`src/rtl/rf_wb_arbiter_pkg.sv`:
```
// ISA/core shared types plus small helpers for the writeback arbiter.
package rv32i;
  localparam int xlen      = 32;
  localparam int reg_cnt   = 32;
  localparam int reg_num_w = $clog2(reg_cnt);
endpackage

package core;
  typedef struct packed {
    logic                       en;
    logic [rv32i::reg_num_w-1:0] rd_num;
    logic [rv32i::xlen-1:0]     rd_value;
  } rf_write_req_t;

  localparam int rd_num_w   = rv32i::reg_num_w;
  localparam int wb_req_cnt = 4;
  typedef logic [$clog2(wb_req_cnt)-1:0] wb_req_idx_t;
endpackage

package rf_wb_arbiter_pkg;
  // Index width that stays >= 1 even for degenerate counts.
  function automatic int idx_width(input int n);
    return (n > 1) ? $clog2(n) : 1;
  endfunction

  function automatic int wrap_add(input int a, input int b, input int n);
    return (a + b) % n;
  endfunction
endpackage

```
`src/rtl/rf_wb_arbiter_rr_grant_scan.sv`:
```
// Combinational round-robin scan: squash/x0 consumes, port-limited grants,
// and same-rd filtering against earlier grants in the same pass.
module rr_grant_scan
  import rf_wb_arbiter_pkg::*;
#(
  parameter int req_cnt        = 4,
  parameter int write_port_cnt = 1,
  parameter int idx_w          = 2,
  parameter int rd_w           = 5
) (
  input  logic                                  en,
  input  logic [idx_w-1:0]                      rr_ptr,
  input  logic [req_cnt-1:0]                    vld,
  input  logic [req_cnt-1:0][rd_w-1:0]          rd,
  input  logic [req_cnt-1:0]                    squash,
  output logic [req_cnt-1:0]                    grant,
  output logic [req_cnt-1:0]                    consume,
  output logic [write_port_cnt-1:0]             port_vld,
  output logic [write_port_cnt-1:0][idx_w-1:0]  port_idx,
  output logic [idx_w-1:0]                      last_idx
);

  int                                 n_grant;
  logic [idx_w-1:0]                   idx;
  logic                               conflict;
  logic [write_port_cnt-1:0][rd_w-1:0] granted_rd;

  always_comb begin
    grant      = '0;
    consume    = '0;
    port_vld   = '0;
    port_idx   = '0;
    last_idx   = rr_ptr;
    granted_rd = '0;
    n_grant    = 0;
    idx        = '0;
    conflict   = 1'b0;
    for (int s = 0; s < req_cnt; s++) begin
      idx      = idx_w'(wrap_add(int'(rr_ptr), s, req_cnt));
      conflict = 1'b0;
      for (int k = 0; k < write_port_cnt; k++)
        if (k < n_grant && granted_rd[k] == rd[idx]) conflict = 1'b1;
      if (en && vld[idx]) begin
        // Squash and x0 are consumed without a port, even when ports are full.
        if (squash[idx] || rd[idx] == '0) begin
          consume[idx] = 1'b1;
        end else if (n_grant < write_port_cnt && !conflict) begin
          grant[idx]   = 1'b1;
          consume[idx] = 1'b1;
          for (int k = 0; k < write_port_cnt; k++)
            if (k == n_grant) begin
              port_vld[k]   = 1'b1;
              port_idx[k]   = idx;
              granted_rd[k] = rd[idx];
            end
          n_grant  = n_grant + 1;
          last_idx = idx;
        end
      end
    end
  end

endmodule

```
`src/rtl/rf_wb_arbiter.sv`:
```
// Writeback-to-regfile arbiter: round-robin grants onto registered write
// ports, with a pending-write mask decoded from the registered ports.
module rf_wb_arbiter
  import rf_wb_arbiter_pkg::*;
#(
  parameter int req_cnt        = 4,
  parameter int write_port_cnt = 1
) (
  input  logic                                       clk,
  input  logic                                       rst,
  input  logic                                       en,
  input  core::rf_write_req_t [req_cnt-1:0]          wb_req,
  input  logic [req_cnt-1:0]                         squash,
  output logic [req_cnt-1:0]                         wb_ready,
  output core::rf_write_req_t [write_port_cnt-1:0]   write_req,
  output logic [rv32i::reg_cnt-1:0]                  pend_mask
);

  localparam int idx_w = idx_width(req_cnt);
  localparam int rd_w  = core::rd_num_w;

  logic [idx_w-1:0]                     rr_ptr;
  logic [req_cnt-1:0]                   vld;
  logic [req_cnt-1:0][rd_w-1:0]         rd;
  logic [req_cnt-1:0]                   grant;
  logic [req_cnt-1:0]                   consume;
  logic [write_port_cnt-1:0]            port_vld;
  logic [write_port_cnt-1:0][idx_w-1:0] port_idx;
  logic [idx_w-1:0]                     last_idx;
  core::rf_write_req_t [write_port_cnt-1:0] nxt_req;

  always_comb begin
    for (int i = 0; i < req_cnt; i++) begin
      vld[i] = wb_req[i].en;
      rd[i]  = wb_req[i].rd_num;
    end
  end

  rr_grant_scan #(
    .req_cnt       (req_cnt),
    .write_port_cnt(write_port_cnt),
    .idx_w         (idx_w),
    .rd_w          (rd_w)
  ) u_scan (
    .en      (en & rst),
    .rr_ptr  (rr_ptr),
    .vld     (vld),
    .rd      (rd),
    .squash  (squash),
    .grant   (grant),
    .consume (consume),
    .port_vld(port_vld),
    .port_idx(port_idx),
    .last_idx(last_idx)
  );

  assign wb_ready = consume & {req_cnt{rst}};

  always_comb begin
    nxt_req = '0;
    for (int k = 0; k < write_port_cnt; k++)
      if (port_vld[k]) begin
        nxt_req[k].en       = 1'b1;
        nxt_req[k].rd_num   = wb_req[port_idx[k]].rd_num;
        nxt_req[k].rd_value = wb_req[port_idx[k]].rd_value;
      end
  end

  always_ff @(posedge clk or negedge rst) begin
    if (!rst) begin
      rr_ptr    <= '0;
      write_req <= '0;
    end else begin
      write_req <= nxt_req;
      if (|grant) rr_ptr <= idx_w'(wrap_add(int'(last_idx), 1, req_cnt));
    end
  end

  always_comb begin
    pend_mask = '0;
    for (int k = 0; k < write_port_cnt; k++)
      if (write_req[k].en) pend_mask[write_req[k].rd_num] = 1'b1;
    pend_mask[0] = 1'b0;
  end

endmodule

```
`config.mk`:
```
export PLATFORM = sky130hd
export DESIGN_NAME = rf_wb_arbiter
export DESIGN_NICKNAME = d
export VERILOG_FILES = /design/src/rtl/rf_wb_arbiter_pkg.sv /design/src/rtl/rf_wb_arbiter_rr_grant_scan.sv /design/src/rtl/rf_wb_arbiter.sv
export SDC_FILE = /design/constraint.sdc
export NUM_CORES = 1
export LEC_CHECK = 0
export ABC_AREA = 1
export ABC_CLOCK_PERIOD_IN_PS = 6000
export CAP_MARGIN = 25
export CORE_ASPECT_RATIO = 0.75
export CORE_MARGIN = 2
export CORE_UTILIZATION = 40
export DETAILED_ROUTE_END_ITERATION = 8
export GPL_TIMING_DRIVEN = 1
export HOLD_SLACK_MARGIN = 0.08
export PLACE_DENSITY_LB_ADDON = 0.3
export RECOVER_POWER = 50
export SETUP_SLACK_MARGIN = 0.5
export SYNTH_ARGS = -nofsm -noshare
export SYNTH_HDL_FRONTEND = slang
export SYNTH_HIERARCHICAL = 1
export SYNTH_SLANG_ARGS = --single-unit
```
`constraint.sdc`:
```
create_clock -name clk -period 6 [get_ports clk]
set_clock_uncertainty 0.1 [all_clocks]
set_input_delay 1.2 -clock clk [delete_from_list [all_inputs] [get_ports clk]]
set_output_delay 1.2 -clock clk [all_outputs]
set_load 0.02 [all_outputs]
```
==> metrics.csv <==
metric,value,unit
"Distinct cells, synth",35,
Worst Tran Pin Value,755.7,ps
warning count from the yosys run,6,
CTS tree,yes,
x dimension of the die,121.4,µm
Reg2Reg Depth,21,
Routed WL,14400,µm
Synth Register Bits,40,
die extent in y,92.07,µm
total track usage,0.2460,
ANT nets after route,0,
top post-synthesis cells by area,"dfrtp_1, nand2_1, inv_1",
initial antenna violation count,1,
Post-route DRC,0,
Hold Startpoint,rr_ptr[1]$_DFFE_PN0P_,
Fin. Hold Viols,0,
Crit. End Element,primary output,
clk_lat worst skew,280,ps
GRT overflow,0,
layout cell share with drive strength beyond 1,0.05158,
Final Instance Count excl. Fillers,1086,
Synth area leader,dfrtp_1,
# IOs,233,
number of global-route vias before repair,4200,
total power draw,2.588,mW
average wire per standard cell,13.26,µm
CTS Root Cell,clkbuf_16,
setup TNS,0,ps
r2r startpoint,rr_ptr[1]$_DFFE_PN0P_,
GPL Wtd Cong,0.9170,
Post-CTS Setup Inserts,0,
Yosys top cell area share,0.2420,
CP peak stage delay,520,ps
critical path launch point type,input port,
synthesized instance count,735,
worst hold slack,624.4,ps
1st-iter DRT viols,338,
relative slew slack,0.4962,
syn_area_per_cell,5.628,µm²
via count,4985,
fin crit period,5242,ps
CTS sink cnt,40,
Final setup viols,0,
Hold WC Path Type,flip-flop to flip-flop,
Worst Hold Path EP,rr_ptr[1]$_DFFE_PN0P_,
WP depth,16,
"Seq/Total Area, Yosys",0.2420,
largest net degree at the start of global routing,75,
unrepaired setup endpoints after global routing,no,
worst path buffer plus inverter count,6,
Hold Path Stages,2,
antenna cells,0,
cell mode on critical path,inv_1,
"Max stage delay cell, worst path",clkdlybuf4s50_1,
H-tree lvl count,2,
max_cap viols,0,
Core Region,10170,µm²
fin crit share,0.8736,
die area,11180,µm²
FF-to-FF End,write_req[1]$_DFF_PN0_,
drt pass-1 iters,5,
Lkg Pwr,3.593,nW
Inst Count DP,1079,
PortBufs,231,
CP Class,input port to primary output,
"CTS clk-pin slew, worst paths",50,ps
mapped cell area,4136,µm²
Worst VDD drop,259.1,µV
Crit path arrival time,3940,ps
clock buffer depth,2,
worst-path fanout max,10,
CP top delay family,buffers and inverters,
hpwl dp,10870,µm
Max Freq,190.8,MHz
worst path cell trace,clkdlybuf4s50_1 > nand2_1 > inv_1 > o21ai_1 > nor2_2 > nand2_4 > nand2_4 > inv_1 > ha_1 > inv_1 > nand2_1 > a32oi_1 > nand3_1 > nand2_1 > inv_1 > clkdlybuf4s50_1,
nets@finish,1116,
Rows,32,
"Slew Viols, Final",0,
CP required,4700,ps
Initial Utilization,0.4067,
Num CTS Buffers,5,
outcome,completed,
via-per-instance ratio,4.590,
layout overhead on the synthesized area,60.47,%
pwr dens,390.0,nW/µm²
R2R Setup Slk,1780,ps
global-route wire length before repair,21760,µm
## metrics by stage
| stage | setup slack [ps] | utilization | instance area, µm² |
|---|---|---|---|
| final | 758.5 | 0.6527 | 6638 |
| after global routing | 541.0 | 0.6527 | 6638 |
| after CTS | 751.9 | 0.6524 | 6635 |
| after detailed placement | 756.4 | 0.6393 | 6501 |
| after global placement | 817.4 | 0.6393 | 6501 |
| after floorplan | 1997 | - | 4140 |
## cell families after synthesis
family	after synthesis	synth area share
XOR/XNOR	1	0.002118
other	3	0.002722
buffers and inverters	208	0.2008
adder cells (fa/ha/maj)	7	0.02117
flip-flops	40	0.2420
AO/OA/AOI/OAI	59	0.08046
AND/OR/NAND/NOR	417	0.4507
## flip-flops by register name (all words and copies together), names as in the netlist
signal and cells:
write_req 38, rr_ptr 2
## synth_stat cells (all sizes together)
cell type	n
o21a	1
inv	178
o211ai	2
buf	24
a32oi	1
o21ai	8
conb	3
nand3b	2
dfrtp	40
nor2	70
nand4	2
nand2	230
o211a	1
clkbuf	5
clkinv	1
nand3	113
a21oi	42
o22ai	4
ha	7
xnor2	1
## worst min-delay path, cell delays in order (launching register included)
cell and delay (ps):
dfrtp_1 500, nor2_1 140, a21oi_1 40
## worst max-delay path by stage
| stage | to | startpoint |
|---|---|---|
| 6_report | wb_ready[2] | en |
| 5_1_grt | wb_ready[3] | wb_req[108] |
| 4_1_cts | wb_ready[0] | wb_req[74] |
| 3_5_place_dp | wb_ready[0] | wb_req[108] |
| 3_3_place_gp | wb_ready[0] | wb_req[108] |
| 2_1_floorplan | wb_ready[2] | en |
## report_power, final
group	switching (mW)	total [mW]	internal, mW	leakage, nW
sequential	0.0720	0.473	0.401	0.539
clock	0.108	0.260	0.151	0.0667
combinational	1.20	1.86	0.659	2.99
total	1.38	2.59	1.21	3.59
## layer usage
metal | part of all wire | wire (µm) | vias up | track usage
met2 | 0.47 | 6717 | 191 | 0.4078
met1 | 0.43 | 6225 | 2153 | 0.3244
li1 | - | - | 2619 | -
met5 | 0.00083 | 12 | - | 0
met3 | 0.082 | 1178 | 20 | 0.05721
met4 | 0.018 | 261 | 2 | 0.05843
## timing repair
item,CTS,global route
gates resized for setup,0,2
hold buffers,0,0
endpoints found under the setup margin,0,2
## layout make-up
class | instances | area, µm²
well taps | 136 | 170.2
inverters | 179 | 674.4
clock buffers | 6 | 128.9
fillers | 940 | 3532
repair buffers | 236 | 2346
flip-flops and latches | 40 | 1002
multi-input cells | 488 | 2311
clock inverters | 1 | 5.005
## layout by cell type (no fill, tap or decap), types with 3 or more instances in the layout
master / instances
nand2_2: 9
buf_4: 5
ha_1: 7
nor2_4: 5
nand2_1: 217
nor2_2: 3
clkdlybuf4s50_1: 193
a21oi_1: 42
o22ai_1: 4
nor2_1: 61
clkbuf_16: 5
dlygate4sd3_1: 36
inv_2: 7
nand3_1: 109
dfrtp_1: 39
conb_1: 4
o21ai_0: 5
inv_1: 170
nand3_2: 3
nand2_4: 4
Note: power is estimated with default switching activity, not from simulation.
